--- src/rtl/core_pkg.sv ---
// rtl/core_pkg.sv - shared core widths and NZCV flag bit indices
package core_pkg;

   localparam int DATA_W    = 16;
   localparam int NUM_REGS  = 16;
   localparam int ADDR_W    = 4;

   // Bit positions inside the 4-bit {N,Z,C,V} status word
   localparam int NUM_FLAGS = 4;
   localparam int FLAG_N    = 3;
   localparam int FLAG_Z    = 2;
   localparam int FLAG_C    = 1;
   localparam int FLAG_V    = 0;

   typedef logic [NUM_FLAGS-1:0] flags_t;

endpackage

--- src/rtl/reg_file_flags_flag_reg.sv ---
// rtl/reg_file_flags_flag_reg.sv - enabled NZCV status register with async clear
module flag_reg
   import core_pkg::*;
(
   input  logic   i_clk,
   input  logic   i_rst_n,
   input  logic   i_en,
   input  flags_t i_d,
   output flags_t o_q
);

   flags_t r_q;

   always_ff @(posedge i_clk or negedge i_rst_n) begin
      if (!i_rst_n) begin
         r_q <= '0;
      end else if (i_en) begin
         r_q <= i_d;
      end
   end

   assign o_q = r_q;

endmodule

--- src/rtl/reg_file_flags.sv ---
// rtl/reg_file_flags.sv - register file with R0 hardwired to zero plus NZCV capture
module reg_file_flags #(
   parameter int DATA_W   = core_pkg::DATA_W,
   parameter int NUM_REGS = core_pkg::NUM_REGS,
   parameter int ADDR_W   = core_pkg::ADDR_W
)(
   input  logic              clk,
   input  logic              rst_n,
   input  logic [ADDR_W-1:0] rd_addr1,
   input  logic [ADDR_W-1:0] rd_addr2,
   output logic [DATA_W-1:0] read_data1,
   output logic [DATA_W-1:0] read_data2,
   input  logic              wr_en,
   input  logic [ADDR_W-1:0] wr_addr,
   input  logic [DATA_W-1:0] wr_data,
   input  logic              flag_we,
   input  logic              n_in,
   input  logic              z_in,
   input  logic              c_in,
   input  logic              v_in,
   output logic [3:0]        flags,
   input  logic [ADDR_W-1:0] dbg_addr,
   output logic [DATA_W-1:0] dbg_data
);

   import core_pkg::*;

   logic [DATA_W-1:0] r_regs [NUM_REGS];
   flags_t            w_flags_d;
   flags_t            w_flags_q;

   // Slot 0 is never written, so it stays at its reset value of zero
   always_ff @(posedge clk or negedge rst_n) begin
      if (!rst_n) begin
         for (int i = 0; i < NUM_REGS; i++) begin
            r_regs[i] <= '0;
         end
      end else if (wr_en && (wr_addr != '0) && (int'(wr_addr) < NUM_REGS)) begin
         r_regs[wr_addr] <= wr_data;
      end
   end

   // No write bypass: wr_data is derived from these outputs in the same cycle
   function automatic logic [DATA_W-1:0] f_read(input logic [ADDR_W-1:0] a);
      if ((a == '0) || (int'(a) >= NUM_REGS)) begin
         return '0;
      end
      return r_regs[a];
   endfunction

   assign read_data1 = f_read(rd_addr1);
   assign read_data2 = f_read(rd_addr2);
   assign dbg_data   = f_read(dbg_addr);

   always_comb begin
      w_flags_d         = '0;
      w_flags_d[FLAG_N] = n_in;
      w_flags_d[FLAG_Z] = z_in;
      w_flags_d[FLAG_C] = c_in;
      w_flags_d[FLAG_V] = v_in;
   end

   flag_reg u_flag_reg (
      .i_clk   (clk),
      .i_rst_n (rst_n),
      .i_en    (flag_we),
      .i_d     (w_flags_d),
      .o_q     (w_flags_q)
   );

   assign flags = w_flags_q;

endmodule

--- config.mk ---
export PLATFORM = sky130hd
export DESIGN_NAME = reg_file_flags
export DESIGN_NICKNAME = d
export VERILOG_FILES = /design/src/rtl/core_pkg.sv /design/src/rtl/reg_file_flags_flag_reg.sv /design/src/rtl/reg_file_flags.sv
export SDC_FILE = /design/constraint.sdc
export NUM_CORES = 1
export LEC_CHECK = 0
export CORE_ASPECT_RATIO = 0.8
export CORE_MARGIN = 2
export CORE_UTILIZATION = 50
export DETAILED_ROUTE_END_ITERATION = 8
export PLACE_DENSITY = 0.69
export RECOVER_POWER = 25
export SLEW_MARGIN = 20
export SYNTH_ARGS = -nofsm -noshare
export SYNTH_HDL_FRONTEND = slang
export SYNTH_SLANG_ARGS = --single-unit
--- constraint.sdc ---
create_clock -name clk -period 4.9 [get_ports clk]
set_clock_uncertainty 0.15 [all_clocks]
set_input_delay 0.98 -clock clk [delete_from_list [all_inputs] [get_ports clk]]
set_output_delay 0.98 -clock clk [all_outputs]
set_load 0.005 [all_outputs]
## Yosys cells after proc, flatten, opt, wreduce, memory -nomap -nowiden

Cells that the tools add are included.

- Input bits: 40
- Flip-flop bits (word level): 260
- Output and inout port bits: 52
- Logic and storage cells: 53

- Mux-type cells: 21
- Magnitude comparators: 5
- Reductions and logical operators: 6
- Bitwise operators: 4

Operators by type and width:

| operator | count |
|---|---|
| bitwise mux 256 bit | 1 |
| 2-to-1 mux 16 bit | 13 |
| binary-select mux 16 bit (select 4 bit) | 3 |
| demux 16 bit (select 4 bit) | 1 |
| >= comparator 5 bit (second input constant) | 4 |
| NOT 4 -> 5 bit | 4 |
| logical NOT 4 bit | 3 |
| less-than comparator 5 x 1 -> 1 bit (second input constant) | 1 |
| nonzero test 4 bit | 1 |
| 2-to-1 mux 1 bit | 3 |
| logical AND 1 bit | 2 |

## Depth between registers and ports, before layout

Gate-level depths: netlist (run 1).

- Word-level depth: 6
- Gate-level depth with buffers: 8
- Depth with buffers taken out: 4

## Cells and area by module

A second synthesis (run 1) with hierarchy kept.

- Cell total of the unflattened synthesis: 1018
- Area, all modules: 15078.2 µm²

Modules (own cells, without submodules):

| module | seq. area each (µm²) | cells an instance | instances | area each (µm²) |
|---|---|---|---|---|
| reg_file_flags | 6005.8 | 1010 | 1 | 14933.1 |
| flag_reg | 100.1 | 8 | 1 | 145.1 |

## Worst setup path before layout (run 1)

No wires, ideal clock.

- Kind: input -> output
- Start: input port dbg_addr[1]
- End: output port dbg_data[11]
- Path slack: 1.486 ns
- Stages: 6
- Arrival time: 2.284 ns
- Data required time: 3.770 ns
- Buffers on the path: 2
- Cells stage by stage: buf_2 -> buf_2 -> mux2_2 -> a221oi_1 -> nor3_1 -> a221o_1

- Cells in the longest elaborated chain, start to end: 5

Ends and longest elaborated chain:

| what | line | RTL |
|---|---|---|
| start: declaration | reg_file_flags.sv:22 | `input logic [ADDR_W-1:0] dbg_addr,` |
| NOT 4 -> 5 bit (implied by the code) | reg_file_flags.sv:48 | `return r_regs[a];` |
| binary-select mux 16 bit (select 4 bit) | reg_file_flags.sv:48 |  |
| 2-to-1 mux 16 bit (implied by the code) (2 in a row) | reg_file_flags.sv:48 |  |
| 2-to-1 mux 16 bit * | reg_file_flags.sv:48 |  |
| end: declaration | reg_file_flags.sv:23 | `output logic [DATA_W-1:0] dbg_data` |

Every way passes the cells marked *; elsewhere a longest branch is shown, timed or not. The select of a mux whose other input is x is not followed.

## Final worst setup path (run 1)

- Start: input port dbg_addr[2]
- End: output port dbg_data[8]

Same word-level chain as after synthesis.

==> results.md, run 1 <==
- The clock transition at the registers of the reported paths is 0.06 ns.
- The number of endpoints with negative hold slack in the final report is 0.
- The worst hold slack is 0.227 ns.
- The commonest non-fill, non-tap cell in the layout is sky130_fd_sc_hd__mux2_2.
- For this block, wires on met1 add up to 18.1 mm.
- The top routing layer in use is met4.
- STA classifies the critical path endpoint as an output port.
- The per-cell via count in the routed design is 6.96.
- Routability-driven placement finished with a final weighted congestion of 0.858.
- The row count is 56.
- The total leakage power is 6.99 nW.
- Measured against its own limit, the worst slew margin works out to -109%.
- The routed design uses 20.9 mm of met2 wire.
- The clock passes through at most 3 buffers.
- Once layout is complete, the utilization of the core stands at 58.9%.
- The total via count after detailed routing is 10414.
- The portion of the post-synthesis area used by sequential elements is 40.9%.
- The arrival time of the worst setup path is 3.55 ns.
- In this run the number of H-tree levels came out at 1.
- The total congestion overflow is 0.
- The signal on the critical path passes through clkdlybuf4s50_1 > buf_4 > and2_0 > buf_12 > a221o_1 > clkdlybuf4s50_1.
- The buffer and inverter count on the worst path is 4.
- For the pin with the worst max-slew slack, the measured transition is 3.14 ns.
- After detailed routing, the number of remaining DRC violations is 0.
- The cell that appears most often on the critical path is sky130_fd_sc_hd__clkdlybuf4s50_1.
- The total setup violations reported at the end of the flow is 0.
- The TritonCTS buffer count is 27.
- In the synthesized netlist the async set-or-reset flop fraction comes to 100%.
- Setup repair after global routing left no endpoint under its margin.
- The average wire per cell in the routed design is 29.7 um.
- The wire-length estimate of the detail-placed layout is 27.2 mm.
- The largest single stage delay on the critical path is 0.72 ns.
- Counting I/O delays and the setup requirement, the final critical path takes 4.68 ns.
- After routing, the total negative slack on setup checks comes to 0 ns.
- In this run the worst hold path is classified as reg -> reg.
- The run finished, with violations left.
- The number of cells produced by synthesis is 1024.
- The initial antenna violation count was 0.
- The buffer count from post-CTS setup fixing is 0.
- The repair_antennas step left the layout with diodes totalling 0.
- The largest net degree at the start of global routing is 124.
- The first detailed-routing pass took 5 iterations.
- In this run the power density over the cells is 407 mW/mm^2.
- The final count of pins violating max slew came to 123.
- The biggest area contributor in the post-synthesis netlist is sky130_fd_sc_hd__dfrtp_1.
- The area added between synthesis and finish is 15.6%.
- Yosys attributes the largest share of cell area to sky130_fd_sc_hd__dfrtp_1, sky130_fd_sc_hd__mux2_2, sky130_fd_sc_hd__mux4_2.
- Counting every net in the synthesized netlist gives 1064.
- The final critical path takes up 95.5% of the cycle.
- The area enclosed by the die boundary is 0.0314 mm^2.
- The via count of the first global-routing pass came to 10657.
- For this run, the number of Yosys warnings is 0.
- Once the floorplan was initialized, standard cells occupied 50.9% of the core.
- Global routing used 29.0% of the available tracks.
- The core region is 0.0294 mm^2.
- The synthesized area per cell is 14.6 um^2.
- The largest individual stage delay along the critical path comes from the cell sky130_fd_sc_hd__and2_0.
- From bottom edge to top edge, the die measures 159 um.
- The post-layout net count is 1139.
- The clock latency on the worst-skew pair is 0.55 ns.
- The worst voltage drop across the vdd grid is 360 uV.
- The distinct cell type count of the synthesized netlist is 31.
- The most common flop cell mapped by yosys is sky130_fd_sc_hd__dfrtp_1.
- The antenna violation net count after detailed routing is 0.
- The largest delay contributor family on the critical path is buffers and inverters.
- The type of the worst setup path is in -> out.
- The checks that failed: max-capacitance violations, max-slew violations.
- The number of sinks driven by the clock tree is 245.
- The horizontal die dimension is 198 um.
- Hold repair after CTS inserted 0 buffers.
- The cell chosen for the clock root is sky130_fd_sc_hd__clkbuf_16.
- The length of routed met3 wiring is 3.72 mm.
- The synthesized design devotes to its leading area cell type 40.9% of total area.
- Leaving out fill and tap cells, the most frequent cells in the layout are sky130_fd_sc_hd__mux2_2, sky130_fd_sc_hd__dfrtp_1, sky130_fd_sc_hd__mux4_2.
- The CTS tree is yes.
- In this run, the number of DRC markers left after iteration 0 of detailed routing was 982.
- The tool flagged a number of max-cap violations equal to 1.
- The final wirelength is 44.5 mm.
- The number of buffers added on ports is 91.
- The required time at the worst-slack endpoint is 3.77 ns.
- The nature of the critical path startpoint is an input port.
- Synthesis inferred 245 register bits.
- During I/O placement, the number of pins put on the boundary was 92.
- The cell area that synthesis handed to floorplanning was 0.0150 mm^2.
- The synthesized design contains 0 enable-type register cells.
- The highest clock frequency the design can meet is 214 MHz.
- The first global-routing pass estimated 67.8 mm of wire.
- Of all nets on the critical path, the largest fanout is 22.
- The layout cell share with drive strength beyond 1 is 48.6%.
- Post-CTS repair changed the size of 0 cells.
-- report_power, final --
part | total [mW] | internal [mW] | switching, mW
Sequential | 2.96 | 2.49 | 0.467
Clock | 2.23 | 1.38 | 0.851
Combinational | 1.87 | 1.22 | 0.653
-- cell usage after synthesis (all sizes together), types with 2 or more instances --
library cell,n
a211oi,18
a21oi,5
a221o,28
a221oi,45
and2,2
buf,60
clkbuf,46
dfrtp,245
inv,2
mux2,290
mux2i,20
mux4,144
nand2,5
nand2b,4
nand3,2
nand3b,3
nor2,25
nor2b,34
nor3,31
nor3b,3
o21ai,3
o31ai,2
or3,4
-- cell type report --
type                            count  area (um^2)
Clock buffer                       40          835
Clock inverter                      9          145
Fill cell                        2315        12100
Inverter                            2         7.51
Multi-Input combinational cell    671         8300
Sequential cell                   245         6130
Tap cell                          377          472
Timing Repair Buffer              152         1440
-- registers in the layout (all words and copies together) (netlist names) --
name,count
r_regs,241
u_flag_reg.o_q,4
-- cells by family (layout without fill, tap and decap cells) --
kind of cell	count (synthesis)	count (layout)	synth area share, %
buf+inv	108	203	4.01
simple gates	115	115	4.07
compound gates	102	102	5.81
mux	454	454	45.2
flops	245	245	40.9
-- path summary, 6_finish.rpt --
path	startpoint	endpoint	slack, ns	cells past startpoint
max in group asynchronous	rst_n	r_regs[144]$_DFFE_PN0P_	1.40	2
min in group asynchronous	rst_n	r_regs[143]$_DFFE_PN0P_	1.30	1
max reg2reg	r_regs[19]$_DFFE_PN0P_	r_regs[19]$_DFFE_PN0P_	3.92	1
max	dbg_addr[2]	dbg_data[8]	0.22	6
min reg2reg	r_regs[254]$_DFFE_PN0P_	r_regs[254]$_DFFE_PN0P_	0.23	0
min	r_regs[254]$_DFFE_PN0P_	r_regs[254]$_DFFE_PN0P_	0.23	0
-- per-layer routing --
layer  vias to the layer above  GRT usage, %
li1                       4262             -
met1                      5497          39.6
met2                       546          45.7
met3                       109          6.48
met4                         0          10.4
met5                         -             0
-- stage by stage --
stage | cell area, um^2 | total power, mW | std cells | worst slack, ns
3_5_place_dp | 16400 | 4.83 | 1447 | 0.284
5_1_grt | 17300 | 7.38 | 1496 | 0.193
4_1_cts | 17300 | 7.07 | 1496 | 0.261
2_1_floorplan | 15000 | 4.18 | 1024 | 1.49
6_report | 17300 | 7.06 | 1496 | 0.223
3_3_place_gp | 16300 | 4.77 | 1447 | 0.279
(Power assumes the default switching activity.)
==> run 2: changes to the inputs <==
Settings changed: CAP_MARGIN set to 20, CORE_MARGIN 2 to 10.
==> results.md, run 2 (synthesis results as in run 1) <==
- The total congestion overflow is 0 (unchanged).
- The arrival time of the worst setup path is 3.31 ns (-0.24 ns).
- The nature of the critical path endpoint is an output port.
- The worst voltage drop across the vdd grid came to 254 uV (-30%).
- The iteration-0 DRC count of the detailed router was 968 (-1.4%).
- The layout cell share with drive strength beyond 1 is 48.0% (-0.63 points).
- The number of instances on the worst hold path is 0 (unchanged).
- The number of remaining DRC errors came to 0 (unchanged).
- The proportion of total power due to net switching is 28.6% (+0.73 points).
- The via count of the first global-routing pass came to 10705 (+0.45%).
- The register-to-register setup slack is 3.92 ns (about the same).
- The total via count after detailed routing came to 10385 (-0.28%).
- The routing usage on met3 is 6.46% (-0.023 points).
- The number of hold buffers added after cts is 0 (unchanged).
- The clock transition at the registers of the reported paths was 0.06 ns (about the same).
- The met1 track demand over resource is 33.4% (-6.1 points).
- For hold timing, the worst endpoint is r_regs[254]$_DFFE_PN0P_.
- The antenna violation net count after detailed routing is 0 (unchanged).
- The largest net degree at the start of global routing is 118 (-4.8%).
- The largest delay contributor family on the critical path is buffers and inverters.
- The post-layout net count came to 1141 (+0.18%).
- The final count of pins violating max slew was 117 (-4.9%).
- The number of sinks driven by the clock tree came to 245 (unchanged).
- The fraction of met2 tracks used by global routing came to 37.5% (-8.2 points).
- The buffer count from post-CTS setup fixing came to 0 (unchanged).
- The maximum cell stage delay along the critical path is 0.53 ns (-0.19 ns).
- Setup repair after global routing left no endpoint under its margin.
- The effective utilization at floorplan was 50.9% (unchanged).
- The biggest fanout along the worst timing path was 22 (unchanged).
- The slew at the pin closest to its max-slew limit came to 3.14 ns (-0.00655 ns).
- TritonCTS built the clock tree.
- The horizontal die dimension is 214 um (+8.1%).
- The number of optimization iterations in the first detailed-route pass is 5 (unchanged).
- The nature of the critical path startpoint is an input port.
- The global-route wire length before repair is 68.9 mm (+1.5%).
- The buffer and inverter count on the worst path is 4 (unchanged).
- The logic gate share of total power is 27.7% (+1.2 points).
- The highest clock frequency the design can meet is 225 MHz (+5.4%).
- Traced cell by cell, the critical path runs through clkdlybuf4s50_1 > buf_4 > and2_0 > buf_4 > a221o_1 > clkdlybuf4s50_1.
- The final critical-path setup slack is 0.461 ns (+0.239 ns).
- The TritonCTS buffer count is 26 (-3.7%).
- The critical path depth in cells is 6 (unchanged).
- In this run the most used layer during global routing was met2.
- The critical path in this run is classified as in -> out.
- The HPWL reported at the end of detailed placement was 27.8 mm (+2.3%).
- The run finished, with violations left.
- The critical register-to-register path endpoint is r_regs[222]$_DFFE_PN0P_.
- The sum of negative setup slack is 0 ns (unchanged).
- The buffer depth of the longest clock path is 3 (unchanged).
- The startpoint identified for the worst hold timing path is r_regs[254]$_DFFE_PN0P_.
- The total setup violations reported at the end of the flow is 0 (unchanged).
- The average wire per cell in the routed design came to 30.0 um (+0.78%).
- The total leakage power is 6.91 nW (-1.1%).
- The core area came to 0.0294 mm^2 (unchanged).
- The final reports fail on max-capacitance violations, max-slew violations.
- The initial antenna violation count is 0 (unchanged).
- The worst flop-to-flop path startpoint is r_regs[222]$_DFFE_PN0P_.
- The weighted congestion reported at the end of routability-driven placement is 0.847 (-1.2%).
- The library cell used most frequently in the layout, excluding fill and tap cells, is sky130_fd_sc_hd__mux2_2.
- The library cell contributing the largest single delay on the critical path is sky130_fd_sc_hd__clkdlybuf4s50_1.
- The per-cell via count in the routed design is 6.94 (-0.28%).
- The final wirelength was 44.8 mm (+0.78%).
- The row count came to 56 (unchanged).
- The clock group share of total power came to 28.6% (-3.0 points).
- The shortest clock period the worst path allows after layout is 4.44 ns (-0.239 ns).
- The logic depth of the worst register-to-register path was 1 (unchanged).
- The required time at the worst-slack endpoint was 3.77 ns (about the same).
- The normalized max-slew margin is -109% (+0.44 points).
- The number of endpoints with negative hold slack in the final report was 0 (unchanged).
- The worst hold slack is 0.235 ns (+0.00822 ns).
- The max-cap violation count is 1 (unchanged).
- The clock latency on the worst-skew pair is 0.55 ns (about the same).
- The worst slack at placement is 0.463 ns (+0.179 ns).
- The number of antenna diodes came to 0 (unchanged).
- The power density over the cells is 395 mW/mm^2 (-3.1%).
- The flip-flop count of the largest register, all copies and words added is 241 (unchanged).
- The vertical extent of the die is 175 um (+10%).
- The number of buffers added on ports is 91 (unchanged).
- The cell chosen for the clock root is sky130_fd_sc_hd__clkbuf_16.
- The net switching power figure is 1.94 mW (-1.5%).
- The global-route usage over all layers is 24.2% (-4.8 points).
- In the layout the commonest cells are sky130_fd_sc_hd__mux2_2, sky130_fd_sc_hd__dfrtp_1, sky130_fd_sc_hd__mux4_2.
- The internal power is 4.84 mW (-5.0%).
- The boundary pin count was 92 (unchanged).
- The worst hold path belongs to the class reg -> reg.
- The register with the most flip-flops in the final layout is r_regs.
- The sequential cell fraction of total power is 43.7% (+1.8 points).
- The share of the clock period used by the worst path is 90.6% (-4.9 points).
- The area enclosed by the die boundary was 0.0373 mm^2 (+19%).
- Compared with the post-synthesis result, the final layout area differs by 14.5%.
- The CTS H-tree depth came to 1 (unchanged).
- The post-cts repair resize count is 0 (unchanged).
run 2: cell types whose count changed in the layout (fill, tap and decap cells not counted), sizes merged:
cell / change
clkbuf: +4
buf: +3
bufinv: -4
clkinv: -3
run 2: cell type report:
cell class              count  area (um^2)
multi-input cells         671         8290
flip-flops and latches    245         6130
repair buffers            155         1440
clock inverters             2         10.0
well taps                 377          472
inverters                   2         7.51
clock buffers              44          820
fillers                  2322        12300
run 2: worst max path at each step:
| stage | end | start | slack [ns] |
|---|---|---|---|
| 3_5_place_dp | dbg_data[11] | dbg_addr[0] | 0.46 |
| 3_3_place_gp | dbg_data[3] | dbg_addr[3] | 0.38 |
| 5_1_grt | dbg_data[11] | dbg_addr[0] | 0.34 |
| 6_report | read_data2[7] | rd_addr2[2] | 0.46 |
| 4_1_cts | dbg_data[11] | dbg_addr[0] | 0.46 |
| 2_1_floorplan | dbg_data[11] | dbg_addr[1] | 1.49 |
run 2: power by group through the flow:
stage / Sequential, mW / Clock (mW) / Combinational (mW)
floorplan: 2.80 / 0 / 1.38
global placement: 2.94 / 0 / 1.84
finish: 2.96 / 1.94 / 1.88
detailed placement: 2.97 / 0 / 1.88
global route: 3.02 / 2.06 / 2.02
CTS: 2.94 / 1.98 / 1.89
run 2: through the flow:
stage	instance area, um^2	util [%]	std cells	power [mW]
detailed placement	16300	55.6	1450	4.85
finish	17200	58.3	1496	6.78
floorplan	15000	-	1024	4.18
global route	17200	58.3	1496	7.10
global placement	16300	55.5	1450	4.79
CTS	17200	58.4	1496	6.80
run 2: metal layers:
| layer | wire, um | share of wire (%) |
|---|---|---|
| met1 | 18700 | 42 |
| met3 | 4430 | 9.9 |
| met2 | 20700 | 46 |
| met5 | 0 | 0 |
| met4 | 1020 | 2.3 |
==> run 3: changes to the inputs <==
Settings changed: ABC_AREA set to 1, GPL_ROUTABILITY_DRIVEN set to 0, PLACE_DENSITY 0.69 to 0.68.
==> results.md, run 3 <==
- The dominant cell type by area after synthesis is sky130_fd_sc_hd__dfrtp_1.
- The post-cts repair resize count was 0 (unchanged).
- The slew at the pin closest to its max-slew limit is 3.71 ns (+0.571 ns).
- The final-layout fill cell count was 3433 (+48%).
- The area added between synthesis and finish is 12.1%.
- The basic-gate share of the synthesized area counting and, or, nand and nor cells is 42.3% (+38 points).
- The post-synthesis mux area share is 0.254% (-45 points).
- The worst voltage drop across the vdd grid is 259 uV (+2.1%).
- The antenna violation net count after detailed routing was 0 (unchanged).
- The buffer depth of the longest clock path is 3 (unchanged).
- The most repeated cell in the gate-level netlist after synthesis is sky130_fd_sc_hd__nand2_1.
- The xor and xnor fraction of the mapped netlist area was 0% (unchanged).
- The nature of the critical path endpoint is an output port.
- The row count is 61 (+8.9%).
- The distinct cell type count of the synthesized netlist was 18 (-42%).
- The biggest fanout along the worst timing path is 12 (-45%).
- The largest individual stage delay along the critical path comes from the cell sky130_fd_sc_hd__nor4_4.
- By count the netlist is led by sky130_fd_sc_hd__nand2_1, sky130_fd_sc_hd__nand3_1, sky130_fd_sc_hd__inv_1.
- The core area is 0.0349 mm^2 (+19%).
- The share of the clock period used by the worst path is 91.1% (+0.54 points).
- The HPWL reported at the end of detailed placement is 49.1 mm (+76%).
- The number of remaining DRC errors came to 0 (unchanged).
- Traced cell by cell, the critical path runs through clkdlybuf4s50_1 > buf_4 > nor4_4 > buf_8 > a21oi_1 > clkdlybuf4s50_1.
- The arrival time of the worst setup path is 3.34 ns (+0.03 ns).
- The number of enable-type register cells in the synthesized netlist is 0 (unchanged).
- The total setup violations reported at the end of the flow is 0 (unchanged).
- The most repeated library cell on the critical path is sky130_fd_sc_hd__clkdlybuf4s50_1.
- Leaving out fill and tap cells, the most frequent cell in the layout is sky130_fd_sc_hd__nand2_1.
- The boundary pin count is 92 (unchanged).
- The synthesized area per cell is 6.08 um^2 (-58%).
- The overall power of the completed layout was 7.27 mW (+7.3%).
- The flip-flop and latch count after synthesis came to 260 (+6.1%).
- The initial antenna violation count came to 3 (+3).
- Ranked by flip-flop count, first place goes to r_regs.
- The shortest clock period the worst path allows after layout came to 4.47 ns (+0.0266 ns).
- The normalized max-slew margin came to -147% (-38 points).
- The root buffer cell chosen for the clock tree is sky130_fd_sc_hd__clkbuf_16.
- The post-synthesis share of cell area spent on full adders, half adders and majority gates is 0% (unchanged).
- The TritonCTS buffer count is 29 (+12%).
- The final reports fail on max-capacitance violations, max-slew violations.
- The clock transition at the registers of the reported paths was 0.06 ns (about the same).
- The buffer and inverter count on the worst path came to 4 (unchanged).
- The number of hold buffers added after cts is 0 (unchanged).
- The total leakage power is 10.6 nW (+53%).
- The post-layout net count came to 2928 (+160%).
- The highest clock frequency the design can meet is 224 MHz (-0.60%).
- For this run, the leading register cell type out of synthesis is sky130_fd_sc_hd__dfrtp_1.
- The number of buffers added on ports is 91 (unchanged).
- The flow ran to the end, but the final reports show violations.
- The start point of the worst hold path is r_regs[249]$_DFFE_PN0P_.
- The flip-flop count of the largest register, all copies and words added is 256 (+6.2%).
- The final wirelength was 72.2 mm (+61%).
- The path category of the worst min-delay check is reg -> reg.
- The vertical extent of the die is 189 um (+7.8%).
- In the layout the commonest cells are sky130_fd_sc_hd__nand2_1, sky130_fd_sc_hd__nand3_1, sky130_fd_sc_hd__inv_1.
- Setup repair after global routing left no endpoint under its margin.
- The global-route usage over all layers is 32.5% (+8.3 points).
- The CTS H-tree depth is 1 (unchanged).
- The power density over the cells is 365 mW/mm^2 (-7.5%).
- The portion of the post-synthesis area used by sequential elements is 36.6% (-4.3 points).
- The average wire per cell in the routed design is 21.3 um (-29%).
- The maximum cell stage delay along the critical path is 0.62 ns (+0.09 ns).
- The total congestion overflow was 0 (unchanged).
- The global-route wire length before repair is 111 mm (+61%).
- The horizontal die dimension came to 231 um (+8.0%).
- The largest delay contributor family on the critical path is buffers and inverters.
- The per-cell via count in the routed design is 5.87 (-15%).
- The CTS tree is yes.
- The compound-gate portion of the synthesized area is 8.12% (+2.3 points).
- The worst flop-to-flop path startpoint is u_flag_reg.o_q[3]$_DFFE_PN0P_.
- The via count of the first global-routing pass was 17980 (+68%).
- The layout cell share with drive strength beyond 1 is 4.81% (-43 points).
- The largest family of logic cells by synthesized area is simple AND/OR/NAND/NOR gates.
- The proportion of register bits with asynchronous set or reset after synthesis is 100% (unchanged).
- The number of nets produced by synthesis is 2959 (+180%).
- The type of the worst setup path is in -> out.
- The number of warning messages in the yosys log was 0 (unchanged).
- The fraction of synthesized cell area taken by the top area cell type is 36.6% (-4.3 points).
- The nature of the critical path startpoint is an input port.
- The number of sinks driven by the clock tree came to 260 (+6.1%).
- The area enclosed by the die boundary is 0.0435 mm^2 (+16%).
- The largest net degree at the start of global routing was 128 (+8.5%).
- The sum of negative setup slack is 0 ns (unchanged).
- The start point of the critical path is rd_addr1[2].
- The combined area of all synthesized cells is 0.0178 mm^2 (+18%).
- The buffer count from post-CTS setup fixing is 0 (unchanged).
- The number of optimization iterations in the first detailed-route pass is 6 (+1).
- The max-cap violation count was 1 (unchanged).
- The effective utilization at floorplan is 50.9% (about the same).
- The required time at the worst-slack endpoint is 3.77 ns (about the same).
- The number of endpoints with negative hold slack in the final report is 0 (unchanged).
- The number of cells produced by synthesis is 2919 (+190%).
- The iteration-0 DRC count of the detailed router is 3345 (+250%).
- The total via count after detailed routing is 19862 (+91%).
- The clock latency on the worst-skew pair is 0.60 ns (+0.05 ns).
- The final count of pins violating max slew is 58 (-50%).
- Ranked by total cell area, the synthesized netlist is headed by sky130_fd_sc_hd__dfrtp_1, sky130_fd_sc_hd__nand2_1, sky130_fd_sc_hd__nand3_1.
[run 3: cell count changes after synthesis, moves of 66 or more]
cell	change
sky130_fd_sc_hd__buf_2	+66
sky130_fd_sc_hd__inv_1	+321
sky130_fd_sc_hd__mux2_2	-286
sky130_fd_sc_hd__mux4_2	-126
sky130_fd_sc_hd__nand2_1	+1255
sky130_fd_sc_hd__nand3_1	+529
sky130_fd_sc_hd__o21ai_0	+206
[run 3: power by group]
| part | switching [mW] | total [mW] | internal, mW |
|---|---|---|---|
| registers | 0.196 | 2.77 | 2.57 |
| logic | 1.55 | 2.30 | 0.755 |
| clock network | 0.954 | 2.20 | 1.24 |
[run 3: path summary, 6_finish.rpt]
| path | endpoint | slack, ns | cells past startpoint |
|---|---|---|---|
| setup / recovery | read_data1[4] | 0.43 | 6 |
| hold / removal | r_regs[249]$_DFFE_PN0P_ | 0.23 | 0 |
| setup reg to reg | u_flag_reg.o_q[3]$_DFFE_PN0P_ | 4.00 | 1 |
| hold reg to reg | r_regs[249]$_DFFE_PN0P_ | 0.23 | 0 |
| max in group asynchronous | r_regs[150]$_DFFE_PN0P_ | 1.00 | 1 |
| min in group asynchronous | r_regs[217]$_DFFE_PN0P_ | 1.51 | 1 |
[run 3: layout make-up]
cell class / instances / area, um^2 / share of cell area, %
inverter: 333 / 1260 / 6.31
timing repair buffer: 162 / 1620 / 8.12
tap: 472 / 591 / 2.97
clock buffer: 46 / 820 / 4.11
clock inverter: 7 / 88.8 / 0.446
sequential: 260 / 6510 / 32.7
multi-input combinational: 2102 / 9030 / 45.4
antenna: 1 / 2.50 / 0.0126
[run 3: through the flow]
stage	util [%]	setup WS (ns)	cells	area, um^2	hold slack [ns]
2_1_floorplan	-	1.87	2919	17800	0.279
3_3_place_gp	54.4	0.152	3327	19000	0.215
3_5_place_dp	54.4	0.529	3328	19000	0.216
4_1_cts	57.1	0.527	3381	19900	0.229
5_1_grt	57.1	0.376	3382	19900	0.236
6_report	57.1	0.434	3383	19900	0.226
[run 3: kinds of logic after synthesis]
family | Yosys count
buf+inv | 557
flops | 260
compound gates | 288
simple gates | 1810
mux | 4
[run 3: metal layers]
metal	GRT usage, %	wire (um)	part of all wire (%)
met1	44.6	28600	40
met2	45.8	29200	40
met3	10.4	10600	15
met4	14.7	3780	5.2
met5	0	22	0.030
